==> src/rtl/oops_structs.sv <==
// Shared load/store path types and default sizing for the address buffer.
package oops_structs;

  localparam int unsigned ADDR_BUF_DEPTH  = 15;
  localparam int unsigned ADDR_BUF_ADDR_W = 32;
  localparam int unsigned ADDR_BUF_TAG_W  = 5;

  typedef struct packed {
    logic [ADDR_BUF_ADDR_W-1:0] addr;
    logic [ADDR_BUF_TAG_W-1:0]  tag;
    logic                       is_store;
  } addr_buf_entry_t;

endpackage

==> src/rtl/addr_buf_youngest_match.sv <==
// Finds the matching entry closest to the tail (youngest) in a circular buffer.
module addr_buf_youngest_match #(
  parameter int unsigned DEPTH = 15
) (
  input  logic [DEPTH-1:0]         match_i,
  input  logic [$clog2(DEPTH)-1:0] tail_i,
  output logic                     hit_o,
  output logic [$clog2(DEPTH)-1:0] idx_o
);

  localparam int unsigned PTR_W = $clog2(DEPTH);

  int unsigned slot;

  // Walk slots oldest-to-youngest starting at tail; the last hit seen wins.
  always_comb begin
    hit_o = 1'b0;
    idx_o = '0;
    slot  = 0;
    for (int unsigned k = 0; k < DEPTH; k++) begin
      slot = 32'(tail_i) + k;
      if (slot >= DEPTH) slot = slot - DEPTH;
      if (match_i[slot]) begin
        hit_o = 1'b1;
        idx_o = PTR_W'(slot);
      end
    end
  end

endmodule

==> src/rtl/addr_buffer_cam.sv <==
// In-order address buffer with youngest-store associative search, flush and occupancy.
module addr_buffer_cam
  import oops_structs::*;
#(
  parameter int unsigned DEPTH  = ADDR_BUF_DEPTH,
  parameter int unsigned ADDR_W = ADDR_BUF_ADDR_W,
  parameter int unsigned TAG_W  = ADDR_BUF_TAG_W
) (
  input  logic                         clk,
  input  logic                         rst,
  input  logic                         vld_i,
  output logic                         rdy_i,
  input  logic [ADDR_W-1:0]            addr_i,
  input  logic [TAG_W-1:0]             tag_i,
  input  logic                         is_store_i,
  output logic                         vld_o,
  input  logic                         rdy_o,
  output logic [ADDR_W-1:0]            addr_o,
  output logic [TAG_W-1:0]             tag_o,
  output logic                         is_store_o,
  input  logic                         flush_i,
  input  logic                         query_vld_i,
  input  logic [ADDR_W-1:0]            query_addr_i,
  output logic                         hit_o,
  output logic [TAG_W-1:0]             hit_tag_o,
  output logic [$clog2(DEPTH+1)-1:0]   count_o
);

  localparam int unsigned PTR_W = $clog2(DEPTH);
  localparam int unsigned CNT_W = $clog2(DEPTH+1);
  localparam logic [ADDR_W-1:0] WORD_MASK = ~ADDR_W'(3);

  typedef struct packed {
    logic [ADDR_W-1:0] addr;
    logic [TAG_W-1:0]  tag;
    logic              is_store;
  } entry_t;

  entry_t            mem_q [DEPTH];
  logic [PTR_W-1:0]  head_q, head_d, tail_q, tail_d;
  logic [CNT_W-1:0]  count_q, count_d;
  logic              enq, deq;
  logic [DEPTH-1:0]  valid, match;
  logic              any_match;
  logic [PTR_W-1:0]  match_idx;
  int unsigned       offset;

  function automatic logic [PTR_W-1:0] ptr_inc(input logic [PTR_W-1:0] p);
    return (p == PTR_W'(DEPTH-1)) ? '0 : p + 1'b1;
  endfunction

  assign rdy_i   = (count_q < CNT_W'(DEPTH));
  assign vld_o   = (count_q != '0);
  assign enq     = vld_i && rdy_i;
  assign deq     = vld_o && rdy_o;
  assign count_o = count_q;

  assign addr_o     = vld_o ? mem_q[head_q].addr     : '0;
  assign tag_o      = vld_o ? mem_q[head_q].tag      : '0;
  assign is_store_o = vld_o ? mem_q[head_q].is_store : 1'b0;

  // Pointer/occupancy update; flush wins over any transfer in the same cycle.
  always_comb begin
    head_d  = head_q;
    tail_d  = tail_q;
    count_d = count_q;
    if (flush_i) begin
      head_d  = '0;
      tail_d  = '0;
      count_d = '0;
    end else begin
      if (enq) tail_d = ptr_inc(tail_q);
      if (deq) head_d = ptr_inc(head_q);
      case ({enq, deq})
        2'b10:   count_d = count_q + 1'b1;
        2'b01:   count_d = count_q - 1'b1;
        default: count_d = count_q;
      endcase
    end
  end

  always_ff @(posedge clk or negedge rst) begin
    if (!rst) begin
      head_q  <= '0;
      tail_q  <= '0;
      count_q <= '0;
    end else begin
      head_q  <= head_d;
      tail_q  <= tail_d;
      count_q <= count_d;
    end
  end

  always_ff @(posedge clk) begin
    if (enq) mem_q[tail_q] <= '{addr: addr_i, tag: tag_i, is_store: is_store_i};
  end

  // Slot i is live when its distance from head is below the occupancy.
  always_comb begin
    valid  = '0;
    match  = '0;
    offset = 0;
    for (int unsigned i = 0; i < DEPTH; i++) begin
      if (i >= 32'(head_q)) offset = i - 32'(head_q);
      else                  offset = i + DEPTH - 32'(head_q);
      valid[i] = (offset < 32'(count_q));
      match[i] = valid[i] && mem_q[i].is_store &&
                 (((mem_q[i].addr ^ query_addr_i) & WORD_MASK) == '0);
    end
  end

  addr_buf_youngest_match #(.DEPTH(DEPTH)) u_youngest (
    .match_i (match),
    .tail_i  (tail_q),
    .hit_o   (any_match),
    .idx_o   (match_idx)
  );

  assign hit_o     = query_vld_i && any_match;
  assign hit_tag_o = hit_o ? mem_q[match_idx].tag : '0;

endmodule

==> config.mk <==
export PLATFORM = sky130hd
export DESIGN_NAME = addr_buffer_cam
export DESIGN_NICKNAME = d
export VERILOG_FILES = /design/src/rtl/oops_structs.sv /design/src/rtl/addr_buf_youngest_match.sv /design/src/rtl/addr_buffer_cam.sv
export SDC_FILE = /design/constraint.sdc
export NUM_CORES = 2
export LEC_CHECK = 0
export CAP_MARGIN = 40
export CORE_ASPECT_RATIO = 1.2
export CORE_MARGIN = 3
export CORE_UTILIZATION = 30
export DETAILED_ROUTE_END_ITERATION = 6
export PLACE_DENSITY_LB_ADDON = 0.2
export SETUP_SLACK_MARGIN = 0.2
export SYNTH_ARGS = -nofsm -noshare
export SYNTH_HDL_FRONTEND = slang
export SYNTH_SLANG_ARGS = --single-unit
==> constraint.sdc <==
create_clock -name clk -period 10.8 [get_ports clk]
set_clock_uncertainty 0.15 [all_clocks]
set_input_delay 2.7 -clock clk [delete_from_list [all_inputs] [get_ports clk]]
set_output_delay 2.7 -clock clk [all_outputs]
set_load 0.005 [all_outputs]
Word level (Yosys, flattened, before mapping)
Memory sizes are Yosys's and may differ from the RTL's.
Index checks and enable logic that the tools add are counted.
W data, S select, Z words.
- register bits: 12
- RAM bits: 570
- bits of input ports: 76
- output and inout bits: 50
- word-level logic and storage cells: 303
- memories kept: 1
- memory list (name ; depth ; width ; rd ports ; clocked after Yosys merged registers in ; write ports ; RTL line ; source):
    mem_q ; 15 ; 38 ; 17 ; 0 ; 1 ; addr_buffer_cam.sv:39 ; entry_t mem_q [DEPTH];
- add/subtract/negate cells: 63
- order comparisons: 61
- eq/ne operators: 4
- multiplexer cells: 104
- bitwise gates (word level): 15
- reductions and logical operators: 52
- operators by type and width (cell ; number):
    $mux W32 ; 31
    $logic_not A32 Y1 ; 15
    $lt A32 B4 Y1 ; 15
    $lt A32 B5 Y1 const B ; 15
    $xor A32 B32 Y32 ; 15
    $ge A32 B4 Y1 const B ; 14
    $sub A32 B4 Y32 const B ; 14
    $mux W4 ; 22
    $sub A5 B4 Y6 const A ; 14
    $bmux W1 S4 ; 15
    $sub A4 B4 Y5 const A ; 8
    $add A4 B4 Y5 const B ; 7
    $logic_and A1 B1 Y1 ; 33
    $mux W1 ; 33
    $ge A4 B4 Y1 const A ; 7
    $add A4 B3 Y5 const B ; 4
    $sub A3 B4 Y5 const A ; 4
    $ge A3 B4 Y1 const A ; 4
    $add A4 B1 Y4 const B ; 3
    $add A4 B2 Y5 const B ; 2
    $mux W5 ; 2
    $sub A1 B4 Y5 const A ; 2
    $sub A2 B4 Y5 const A ; 2
    $eq A4 B4 Y1 const B ; 2
    13 further kinds ; 16

Depth between registers and ports, before layout
- word-level depth: 24
- depth in mapped cells: 29
- depth with buffers taken out: 25

Hierarchy
From an unflattened synthesis, not the netlist that was laid out.
- cells, all modules: 3102
- area, all modules: 38901.1 um2
- by module, submodules not included (module ; times used ; cells each ; area each (um2) ; sequential area each (um2)):
    addr_buffer_cam ; 1 ; 2093 ; 32072.0 ; 18557.8
    addr_buf_youngest_match ; 1 ; 1009 ; 6829.0 ; 0.0

Least setup slack after synthesis
Ideal clock, no wire load.
- path type: input to output
- from: input query_addr_i[7]
- to: output hit_tag_o[0]
- arrival time: 6622 ps
- data required time: 7950 ps
- slack: 1328 ps
- cell stages on the path: 17
- buffers on the path: 5
- cells stage by stage: clkbuf_1 > buf_2 > xnor2_1 > nand4_1 > nor4_1 > nand4_1 > buf_2 > mux4_2 > mux2_2 > o21bai_1 > a2111oi_0 > a221oi_2 > buf_6 > buf_6 > mux2i_1 > nand2_1 > a32o_1
- cells in the longest elaborated chain, start to end: 22
- elaborated cells on any way between the ends: 108
- those cells by class: mux: 61; bitwise: 15; reduce/logical: 31; memory: 1
- ends and longest elaborated chain (what ; RTL line ; source):
    from (decl) ; addr_buffer_cam.sv:23 ; input logic [ADDR_W-1:0] query_addr_i,
    $xor A32 B32 Y32 ; addr_buffer_cam.sv:108 ; (((mem_q[i].addr ^ query_addr_i) & WORD_MASK) == '0);
    $logic_not A32 Y1 ; addr_buffer_cam.sv:108 ;
    $logic_and A1 B1 Y1 ; addr_buffer_cam.sv:107 ; match[i] = valid[i] && mem_q[i].is_store &&
    $bmux W1 S4 ; addr_buf_youngest_match.sv:23 ; if (match_i[slot]) begin
    $mux W1 (implied by the code) ; addr_buf_youngest_match.sv:23 ;
    $mux W4 / $mux W1 (equally long branches) (15 in series) ; addr_buf_youngest_match.sv:23 ;
    $mem_v2 Z15 W38 / $logic_and A1 B1 Y1 (equally long branches) ; -- ;
    $mux W5 * ; addr_buffer_cam.sv:120 ; assign hit_tag_o = hit_o ? mem_q[match_idx].tag : '0;
    to (decl) ; addr_buffer_cam.sv:25 ; output logic [TAG_W-1:0] hit_tag_o,
Every way passes the cells marked *; elsewhere a longest branch is shown, timed or not. The select of a mux whose other input is x is not followed.

Final worst setup path
- from: input query_addr_i[14]
- to: output hit_tag_o[0]
Same word-level chain as after synthesis.

==> flow_metrics.py <==
metrics = {
    "run_status": {
        "status": "complete, no violations",
    },
    "critical_path": {
        "slowest_stage": "a311o_1",
        "arrival_ns": 7.80,
        "setup.worst_path.class": "input port to output port",
        "crit_top_cell": "buf_6",
        "required_ns": 7.95,
        "setup.worst_path.start_class": "input port",
        "ff2ff_path_depth": 4,
        "crit_path_end_kind": "output port",
        "slowest_delay_ns": 0.46,
        "crit_path_max_fanout": 5,
    },
    "placement": {
        "routabilityCongestion": 0.9651,
        "port_buffers": 123,
        "hpwl_um": 123000,
        "post-place-ws_ns": -0.9050,
        "place_area_sq_um": 44660,
        "placed_cells": 5020,
    },
    "clocking": {
        "h-tree-depth": 2,
        "cts.sinks": 620,
        "cts.clk_slew.worst_paths_ns": 0.06,
        "cts_root_buffer": "clkbuf_16",
        "cts_tree": "yes",
        "cts_inserted_buffers": 61,
        "clock_path_buffers": 3,
        "clock_latency_ns": 0.65,
    },
    "drt": {
        "avgRoutedWirePerCell_um": 31.54,
        "dr_total_vias": 28760,
        "drtIter0Drc": 2909,
        "drtPass1Iterations": 7,
        "wirelength_um": 164900,
        "ant_nets": 0,
        "route.detailed.drc": 0,
        "avgViaCountPerCell": 5.501,
    },
    "synthesis": {
        "synth.top_cells.by_count": "edfxtp_1 (608), xnor2_1 (346), mux4_2 (199)",
        "synth_seq_area_share_pct": 49.67,
        "async_flop_share_pct": 1.935,
        "synth_edf_count": 608,
        "yosysTopAreaCell": "edfxtp_1",
        "yosysUniqueCellTypes": 98,
        "yosysMostFrequentCell": "edfxtp_1",
        "yosysWarnings": 0,
        "synth.avg_cell_area_sq_um": 12.95,
        "synth_area_leaders": "edfxtp_1 (49%), mux4_2 (12%), xnor2_1 (8.1%), xor2_1 (3.8%), ha_1 (2.8%)",
        "netlist_area_sq_um": 37360,
        "syn_nets": 3045,
        "syn-instance-count": 2885,
        "synth.ff_latch_count": 620,
        "synth_top_area_share_pct": 48.86,
        "synth_flop_cell": "edfxtp_1",
    },
    "cells_and_area": {
        "fin_cells": 5228,
        "ff_latch_area_sq_um": 18570,
        "antenna_cells": 0,
        "drive_gt1_share_pct": 33.43,
        "fillCellCount": 11800,
        "nNetsFinal": 3694,
        "design_area_sq_um": 49360,
        "multi_input_area_sq_um": 19330,
        "area_delta_synth_final_pct": 32.10,
    },
    "sta": {
        "setup_viol": 0,
        "fin_crit_ns": 10.65,
        "worstMarginPinSlew_ns": 1.000,
        "finalCritPeriodShare_pct": 98.62,
        "fmax_mhz": 93.89,
        "report.final.slew_viol_count": 0,
        "holdWs_ns": 0.4136,
        "slew_headroom_pct": 32.85,
        "rsz0062_at_grt": "true",
        "setup_slack_ns": 0.1494,
        "hold_violations": 0,
    },
    "floorplan": {
        "core_area_sq_um": 123300,
        "die_w_um": 328.2,
        "die_h_um": 392.6,
        "num_rows": 141,
        "initial_core_util_pct": 30.30,
        "dieArea_sq_um": 128800,
        "io_pins": 126,
    },
    "grt": {
        "grt_use_total_pct": 25.16,
        "grt_start_max_net_pins": 88,
        "grt_first_pass_wirelength_um": 226600,
        "grt_pass1_vias": 28740,
        "antenna_found_initial": 3,
        "overflow": 0,
    },
    "pwr": {
        "leakagePower_nw": 17.02,
        "ir_drop_mv": 0.1408,
        "totalPowerFinal_mw": 7.925,
        "powerDensity_nw_per_um2": 160.6,
    },
    "job": {
        "drv_cap": 0,
    },
    "worst_hold_path": {
        "hold_path.class": "flop to flop",
        "min_delay_path_depth": 2,
    },
}
==> cell usage in the layout (no fill, tap or decap), types with 17 or more instances in the layout <==
cell | netlist | layout
inv_1 | 43 | 43
o22ai_1 | 19 | 17
nor4_1 | 53 | 21
buf_12 | 0 | 36
buf_16 | 0 | 17
nor2_1 | 133 | 128
clkbuf_16 | 0 | 63
mux2i_1 | 78 | 72
xor2_2 | 0 | 21
xor2_1 | 161 | 126
nand2b_1 | 21 | 18
nand4_1 | 88 | 88
ha_1 | 83 | 83
nand3_1 | 42 | 41
o21ai_0 | 85 | 79
xnor2_2 | 1 | 21
mux4_2 | 199 | 199
clkinv_1 | 2 | 22
xnor2_1 | 346 | 320
nor3_1 | 43 | 35
nor4_2 | 3 | 26
clkdlybuf4s50_1 | 0 | 88
a211oi_1 | 32 | 25
a21oi_1 | 111 | 105
buf_6 | 6 | 57
edfxtp_1 | 608 | 608
nand2_1 | 136 | 131
o211ai_1 | 17 | 17
and2_1 | 54 | 51
o21ai_1 | 16 | 19
dlygate4sd2_1 | 0 | 18
buf_4 | 10 | 524
==> worst max-delay path, delay by kind of cell <==
family	cells	cell delay, ns
XOR/XNOR	1	0.18
buffers and inverters	11	1.72
AO/OA/AOI/OAI	8	1.78
multiplexers	1	0.22
AND/OR/NAND/NOR	5	1.19
==> per-layer routing <==
layer	vias to the layer above	part of all wire, %	GRT usage [%]
li1	12470	-	-
met1	14710	37	29.82
met2	1225	49	43.12
met3	354	5.1	2.536
met4	2	8.5	17.24
met5	-	0.0061	0
==> stage by stage <==
stage / utilization [%] / TNS, ns
after global routing: 40.02 / -0.06739
after CTS: 39.40 / 0
after detailed placement: 36.21 / -4.442
after floorplan: - / 0
final: 40.02 / 0
after global placement: 35.80 / -4.837
==> state kept, by name, summed over array words and instances, names as in the netlist <==
register  cells
mem_q       608
count_o       4
head_q        4
tail_q        4
==> final cells by class <==
| class | instances | share of cell area, % |
|---|---|---|
| Clock buffer | 72 | 3.219 |
| Clock inverter | 41 | 0.7047 |
| Inverter | 51 | 0.3929 |
| Multi-Input combinational cell | 2025 | 39.17 |
| Sequential cell | 620 | 37.62 |
| Tap cell | 1644 | 4.168 |
| Timing Repair Buffer | 775 | 14.72 |
==> final timing paths <==
kind,from,endpoint,slack [ns]
max reg2reg,count_o[0]$_DFFE_PN0P_,mem_q[6][8]$_DFFE_PP_,7.25
min in group asynchronous,rst,head_q[1]$_DFFE_PN0P_,2.25
min reg2reg,tail_q[1]$_DFFE_PN0P_,tail_q[1]$_DFFE_PN0P_,0.41
max in group asynchronous,rst,head_q[0]$_DFFE_PN0P_,7.83
max,query_addr_i[14],hit_tag_o[0],0.15
min,tail_q[1]$_DFFE_PN0P_,tail_q[1]$_DFFE_PN0P_,0.41
==> power breakdown <==
part / switching (mW) / internal, mW / total [mW]
Combinational: 1.58 / 1.50 / 3.07
Clock: 0.957 / 1.17 / 2.12
Sequential: 0.0498 / 2.68 / 2.73
==> kinds of logic (layout without fill, tap and decap cells) <==
family / count (synthesis) / in the layout / share of synthesized area [%]
DFF: 620 / 620 / 49.67
adders and majority gates: 84 / 84 / 2.833
AOI/OAI and AO/OA: 468 / 468 / 8.593
and+or+nand+nor: 672 / 672 / 9.494
xor gates and xnor gates: 508 / 508 / 11.93
muxes: 293 / 293 / 14.57
buffers and inverters: 240 / 939 / 2.917
==> timing repair <==
item,4_1_cts,5_1_grt
setup endpoints to repair,5,5
gates resized for setup,295,108
setup buffers,62,26
cloned,5,1
hold buffers,0,0
pin swaps,108,70
Power figures use the tool's default switching activity.
